===== config.mk =====
export PLATFORM = sky130hd
export DESIGN_NAME = seat_request_front
export DESIGN_NICKNAME = d
export VERILOG_FILES = /design/src/rtl/seating_pkg.sv /design/src/rtl/seat_req_fifo.sv /design/src/rtl/seat_request_front.sv
export SDC_FILE = /design/constraint.sdc
export NUM_CORES = 1
export LEC_CHECK = 0
export ABC_AREA = 1
export CAP_MARGIN = 10
export CORE_ASPECT_RATIO = 1.2
export CORE_MARGIN = 5
export CORE_UTILIZATION = 35
export DETAILED_ROUTE_END_ITERATION = 8
export PLACE_DENSITY_LB_ADDON = 0.25
export SLEW_MARGIN = 20
export SYNTH_ARGS = -nofsm -noshare
export SYNTH_HDL_FRONTEND = slang
export SYNTH_HIERARCHICAL = 1
export SYNTH_SLANG_ARGS = --single-unit

===== constraint.sdc =====
create_clock -name clk -period 3.1 [get_ports clk]
set_clock_uncertainty 0.2 [all_clocks]
set_input_delay 0.93 -clock clk [delete_from_list [all_inputs] [get_ports clk]]
set_output_delay 0.93 -clock clk [all_outputs]
set_load 0.02 [all_outputs]

===== src/rtl/seating_pkg.sv =====
// Shared widths, enums and request record for the seating front end.
package seating_pkg;

  localparam int STUDENT_W       = 32;
  localparam int SEAT_W          = 5;
  localparam int STATE_W         = 2;
  localparam int TIME_W          = 11;
  localparam int MINUTES_PER_DAY = 1440;

  typedef enum logic [STATE_W-1:0] {
    FREE     = 2'd0,
    AWAY     = 2'd1,
    OCCUPIED = 2'd2
  } seat_state_e;

  // seat_state is kept as raw bits so the illegal code 3 can be carried and rejected
  typedef struct packed {
    logic [STUDENT_W-1:0] student_no;
    logic [SEAT_W-1:0]    seat_no;
    logic [STATE_W-1:0]   seat_state;
  } seat_req_t;

  // Seat 0 does not exist and state code 3 is unassigned
  function automatic logic req_is_valid(input seat_req_t r);
    return (r.seat_no != '0) && (r.seat_state != 2'd3);
  endfunction

endpackage


===== src/rtl/seat_req_fifo.sv =====
// Small synchronous FIFO of seat requests; pointers wrap naturally (DEPTH is a power of two).
module seat_req_fifo
  import seating_pkg::*;
#(
  parameter int DEPTH = 4
) (
  input  logic                         clk,
  input  logic                         rst,
  input  logic                         push,
  input  seat_req_t                    push_data,
  input  logic                         pop,
  output seat_req_t                    head,
  output logic [$clog2(DEPTH+1)-1:0]   count
);

  localparam int PTR_W = $clog2(DEPTH);
  localparam int CNT_W = $clog2(DEPTH + 1);

  logic [PTR_W-1:0] wr_ptr_q, wr_ptr_d;
  logic [PTR_W-1:0] rd_ptr_q, rd_ptr_d;
  logic [CNT_W-1:0] count_q, count_d;
  seat_req_t        mem_q [DEPTH];

  // Next pointers and occupancy; a simultaneous push and pop leaves count unchanged
  always_comb begin
    wr_ptr_d = wr_ptr_q;
    rd_ptr_d = rd_ptr_q;
    count_d  = count_q;
    if (push) wr_ptr_d = wr_ptr_q + PTR_W'(1);
    if (pop)  rd_ptr_d = rd_ptr_q + PTR_W'(1);
    case ({push, pop})
      2'b10:   count_d = count_q + CNT_W'(1);
      2'b01:   count_d = count_q - CNT_W'(1);
      default: count_d = count_q;
    endcase
  end

  // Control state registers; reset empties the FIFO
  always_ff @(posedge clk) begin
    if (rst) begin
      wr_ptr_q <= '0;
      rd_ptr_q <= '0;
      count_q  <= '0;
    end else begin
      wr_ptr_q <= wr_ptr_d;
      rd_ptr_q <= rd_ptr_d;
      count_q  <= count_d;
    end
  end

  // Storage array; contents need no reset because the pointers gate visibility
  always_ff @(posedge clk) begin
    if (push) mem_q[wr_ptr_q] <= push_data;
  end

  assign head  = mem_q[rd_ptr_q];
  assign count = count_q;

endmodule


===== src/rtl/seat_request_front.sv =====
// Kiosk-side front end: validates requests, buffers them, replays them as
// spaced write pulses and generates the minute-of-day Time bus.
module seat_request_front
  import seating_pkg::*;
#(
  parameter int DEPTH         = 4,
  parameter int GAP           = 1,
  parameter int TICKS_PER_MIN = 1
) (
  input  logic                         clk,
  input  logic                         rst,
  input  logic                         req_valid,
  output logic                         req_ready,
  input  logic [STUDENT_W-1:0]         req_student_no,
  input  logic [SEAT_W-1:0]            req_seat_no,
  input  logic [STATE_W-1:0]           req_seat_state,
  output logic                         req_reject,
  output logic                         write,
  output logic [STUDENT_W-1:0]         Student_No,
  output logic [SEAT_W-1:0]            Seat_No,
  output logic [STATE_W-1:0]           Seat_State,
  output logic [TIME_W-1:0]            Time,
  output logic [$clog2(DEPTH+1)-1:0]   count
);

  localparam int CNT_W  = $clog2(DEPTH + 1);
  localparam int GAP_W  = $clog2(GAP + 1);
  localparam int TICK_W = (TICKS_PER_MIN > 1) ? $clog2(TICKS_PER_MIN) : 1;

  typedef enum logic [1:0] {
    S_IDLE  = 2'd0,
    S_ISSUE = 2'd1,
    S_HOLD  = 2'd2
  } drain_state_e;

  seat_req_t        req_in;
  seat_req_t        head;
  logic [CNT_W-1:0] fifo_count;
  logic             accept;
  logic             push;
  logic             pop;

  drain_state_e     state_q;
  logic [GAP_W-1:0] gap_q;
  logic             write_q;
  seat_req_t        out_q;

  logic             reject_q, reject_d;
  logic [TICK_W-1:0] tick_q, tick_d;
  logic [TIME_W-1:0] time_q, time_d;

  assign req_in    = '{student_no: req_student_no, seat_no: req_seat_no, seat_state: req_seat_state};
  assign req_ready = !rst && (fifo_count < CNT_W'(DEPTH));
  assign accept    = req_valid && req_ready;
  assign push      = accept && req_is_valid(req_in);
  // Pop decision uses registered occupancy, so a same-edge push never feeds a pop
  assign pop       = (state_q == S_IDLE) && (fifo_count != '0);

  seat_req_fifo #(.DEPTH(DEPTH)) u_fifo (
    .clk       (clk),
    .rst       (rst),
    .push      (push),
    .push_data (req_in),
    .pop       (pop),
    .head      (head),
    .count     (fifo_count)
  );

  // Reject pulse for malformed transfers and free-running minute counter
  always_comb begin
    reject_d = accept && !req_is_valid(req_in);
    tick_d   = tick_q;
    time_d   = time_q;
    if (tick_q == TICK_W'(TICKS_PER_MIN - 1)) begin
      tick_d = '0;
      time_d = (time_q == TIME_W'(MINUTES_PER_DAY - 1)) ? '0 : time_q + TIME_W'(1);
    end else begin
      tick_d = tick_q + TICK_W'(1);
    end
  end

  // Registers for reject pulse and time base
  always_ff @(posedge clk) begin
    if (rst) begin
      reject_q <= 1'b0;
      tick_q   <= '0;
      time_q   <= '0;
    end else begin
      reject_q <= reject_d;
      tick_q   <= tick_d;
      time_q   <= time_d;
    end
  end

  // Drain FSM: one-cycle write per entry, then GAP hold cycles and one idle cycle
  always_ff @(posedge clk) begin
    if (rst) begin
      state_q <= S_IDLE;
      gap_q   <= '0;
      write_q <= 1'b0;
      out_q   <= '0;
    end else begin
      case (state_q)
        S_IDLE: begin
          if (pop) begin
            out_q   <= head;
            write_q <= 1'b1;
            state_q <= S_ISSUE;
          end
        end
        S_ISSUE: begin
          write_q <= 1'b0;
          gap_q   <= GAP_W'(GAP);
          state_q <= S_HOLD;
        end
        S_HOLD: begin
          gap_q <= gap_q - GAP_W'(1);
          if (gap_q <= GAP_W'(1)) state_q <= S_IDLE;
        end
        default: begin
          write_q <= 1'b0;
          state_q <= S_IDLE;
        end
      endcase
    end
  end

  assign req_reject = reject_q;
  assign write      = write_q;
  assign Student_No = out_q.student_no;
  assign Seat_No    = out_q.seat_no;
  assign Seat_State = out_q.seat_state;
  assign Time       = time_q;
  assign count      = fifo_count;

endmodule

==> results.sh <==
export IMPL_swShare_pct=32.6
export IMPL_crit_arrival_ns=1.82
export IMPL_grt_pass1_wl_mm=28.8
export IMPL_slew_headroom_pct=47.7
export IMPL_syn_area_um2=8350
export IMPL_clk_pin_slew_ns=0.05
export IMPL_final_cell_mix="nor2_1 (181), edfxtp_1 (156), o21ai_0 (113), clkdlybuf4s50_1 (96), dfxtp_1 (62)"
export IMPL_timing_final_ws_setup_ns=0.145
export IMPL_hold_start="state_q[1]$_SDFFE_PP0P_"
export IMPL_syn_area_per_cell_um2=11.7
export IMPL_start_util_pct=35.2
export IMPL_fin_tns_setup_ns=0
export IMPL_r2r_end="u_fifo/count[2]$_SDFFE_PP0P_"
export IMPL_pwr_share_clk_pct=30.6
export IMPL_seqPwrFrac_pct=38.4
export IMPL_post_place_ws_ns=-0.339
export IMPL_die_w_um=151
export IMPL_cts_setup_buffers=0
export IMPL_dp_cells=1115
export IMPL_gp_congestion=0.782
export IMPL_cts_tree="yes"
export IMPL_grtUsageTotal_pct=13.6
export IMPL_clock_root_buffer="clkbuf_16"
export IMPL_grt_pass1_vias=5389
export IMPL_dieArea_um2=27100
export IMPL_drt_initial_drc_count=306
export IMPL_cts_sinks=220
export IMPL_pwr_share_comb_pct=31.0
export IMPL_cts_max_level=1
export IMPL_tightest_slew_ns=0.784
export IMPL_fin_crit_sh_pct=95.3
export IMPL_nets=870
export IMPL_hold_path_cell_count=1
export IMPL_clockBufferDepth=3
export IMPL_synth_warning_count=6
export IMPL_worst_setup_path_type="in -> out"
export IMPL_portBuffers=97
export IMPL_switchingPower_w=0.00318
export IMPL_area_growth_pct=26.6
export IMPL_yosysUniqueCellTypes=32
export IMPL_drv_slew=0
export IMPL_top_level_ports=98
export IMPL_fmax_mhz=338
export IMPL_finalSetupViolations=0
export IMPL_critPathMaxFanout=2
export IMPL_p_per_area_nw_per_um2=923
export IMPL_dp_hpwl_mm=11.3
export IMPL_die_h_um=179
export IMPL_antenna_found_initial=0
export IMPL_finalNonFillerCells=1159
export IMPL_rr_startpoint="u_fifo/count[2]$_SDFFE_PP0P_"
export IMPL_grt_overflow=0
export IMPL_ir_drop_v=0.000469
export IMPL_ff2ff_path_depth=13
export IMPL_clock_latency_ns=0.50
export IMPL_period_minus_slack_ns=2.95
export IMPL_wirelength_mm=18.7
export IMPL_antenna_cells=0
export IMPL_hp_class="reg -> reg"
export IMPL_hold_violations=0
export IMPL_wl_per_cell_um=16.1
export IMPL_syn_num_nets=763
export IMPL_coreArea_um2=23700
export IMPL_p_int_w=0.00657
export IMPL_row_count=62
export IMPL_power_leakage_nw=3.66
export IMPL_dr_pass1_iters=5
export IMPL_rrSetupSlack_ns=0.99
export IMPL_cts_made_buffers=24
export IMPL_worstPathRequired_ns=1.97
export IMPL_synthCells=714
export IMPL_critPathCaptureType="primary output"
export IMPL_hold_ws_ns=0.225
export IMPL_num_vias=5483
export IMPL_synth_seq_cells=220
export IMPL_rsz0062_at_grt="false"
export IMPL_yosysSeqAreaShare_pct=71.4
export IMPL_fin_util_pct=44.5
export IMPL_final_common_cell="nor2_1"
export IMPL_grt_start_max_net_pins=79
export IMPL_crit_path_start_kind="input port"
export IMPL_drtAntennaViolNets=0
export IMPL_drive_gt1_share_pct=9.30
export IMPL_status="finished, final reports clean"
export IMPL_hold_end="state_q[1]$_SDFFE_PP0P_"
export IMPL_max_cap_violations=0
export IMPL_avgViaCountPerCell=4.73
export IMPL_drc=0
state kept, by name (all words and copies together) (netlist names), 2 cells and up, named ones only:
| name | count |
|---|---|
| Seat_No | 5 |
| Seat_State | 2 |
| Student_No | 32 |
| Time | 11 |
| state_q | 2 |
| u_fifo/count | 3 |
| u_fifo/mem_q | 156 |
| u_fifo/rd_ptr_q | 2 |
| u_fifo/wr_ptr_q | 2 |
cells in the mapped netlist, drive strengths merged:
cell type | n | area share (%)
conb | 1 | 0.045
xor2 | 3 | 0.31
a21oi | 8 | 0.48
nand2 | 33 | 1.6
a31oi | 1 | 0.075
buf | 28 | 2.3
nand3 | 9 | 0.60
fa | 1 | 0.24
clkbuf | 10 | 0.60
nand3b | 1 | 0.090
nor3 | 6 | 0.48
o21ai | 125 | 7.5
o22ai | 39 | 2.9
ha | 6 | 0.90
nand4 | 4 | 0.30
inv | 34 | 1.6
edfxtp | 156 | 56
dfxtp | 64 | 15
nor2 | 185 | 8.6
power groups by stage:
stage / sequential [W] / clock, W / combinational (W)
floorplan: 0.00413 / 0 / 0.00166
global placement: 0.00381 / 0 / 0.00305
detailed placement: 0.00381 / 0 / 0.00308
CTS: 0.00375 / 0.00306 / 0.00309
global route: 0.00379 / 0.00319 / 0.00340
finish: 0.00374 / 0.00298 / 0.00303
worst max-delay path, stage by stage:
cell and delay, ns:
clkdlybuf4s50_1 0.41, nor2_1 0.14, dlygate4sd2_1 0.34
worst max-delay path by stage:
stage | from | to | slack (ns) | cells after the start
after detailed placement | req_seat_state[1] | u_fifo/count[2]$_SDFFE_PP0P_ | -0.34 | 14
after global routing | req_seat_no[3] | u_fifo/count[2]$_SDFFE_PP0P_ | 0.06 | 16
after global placement | req_seat_state[1] | u_fifo/count[2]$_SDFFE_PP0P_ | -0.30 | 14
after floorplan | rst | u_fifo/count[1]$_SDFFE_PP0P_ | 0.14 | 9
after CTS | rst | req_ready | 0.13 | 3
final | rst | req_ready | 0.15 | 3
cell type report:
| type | count | area (µm²) |
|---|---|---|
| Clock buffer | 36 | 707 |
| Sequential cell | 220 | 5970 |
| Inverter | 34 | 145 |
| Clock inverter | 8 | 141 |
| Fill cell | 2242 | 13200 |
| Timing Repair Buffer | 119 | 1200 |
| Tap cell | 320 | 400 |
| Multi-Input combinational cell | 422 | 2010 |
per-layer routing:
layer  wire, µm  GRT usage [%]  up-vias
li1           -              -     2719
met1       7870           16.7     2591
met2       9410           24.1      142
met3        972           2.65       31
met4        433           4.20        0
met5          0              0        -
logic make-up after synthesis:
kind of cell / count (synthesis) / synth area share, %
and+or+nand+nor: 238 / 11.7
DFF: 220 / 71.4
AOI/OAI and AO/OA: 173 / 11.0
buffers and inverters: 72 / 4.43
adders and majority gates: 7 / 1.14
xor gates and xnor gates: 3 / 0.315
other: 1 / 0.0449
through the flow:
stage / area (µm²) / power [W]
4_1_cts: 10600 / 0.00990
2_1_floorplan: 8370 / 0.00579
6_report: 10600 / 0.00976
5_1_grt: 10600 / 0.0104
3_5_place_dp: 9730 / 0.00689
3_3_place_gp: 9730 / 0.00686
repair_timing:
action	in CTS	in global routing
hold buffers	0	0
endpoints found under the setup margin	1	1
gates resized for setup	1	1
Note: power is estimated with default switching activity, not from simulation.
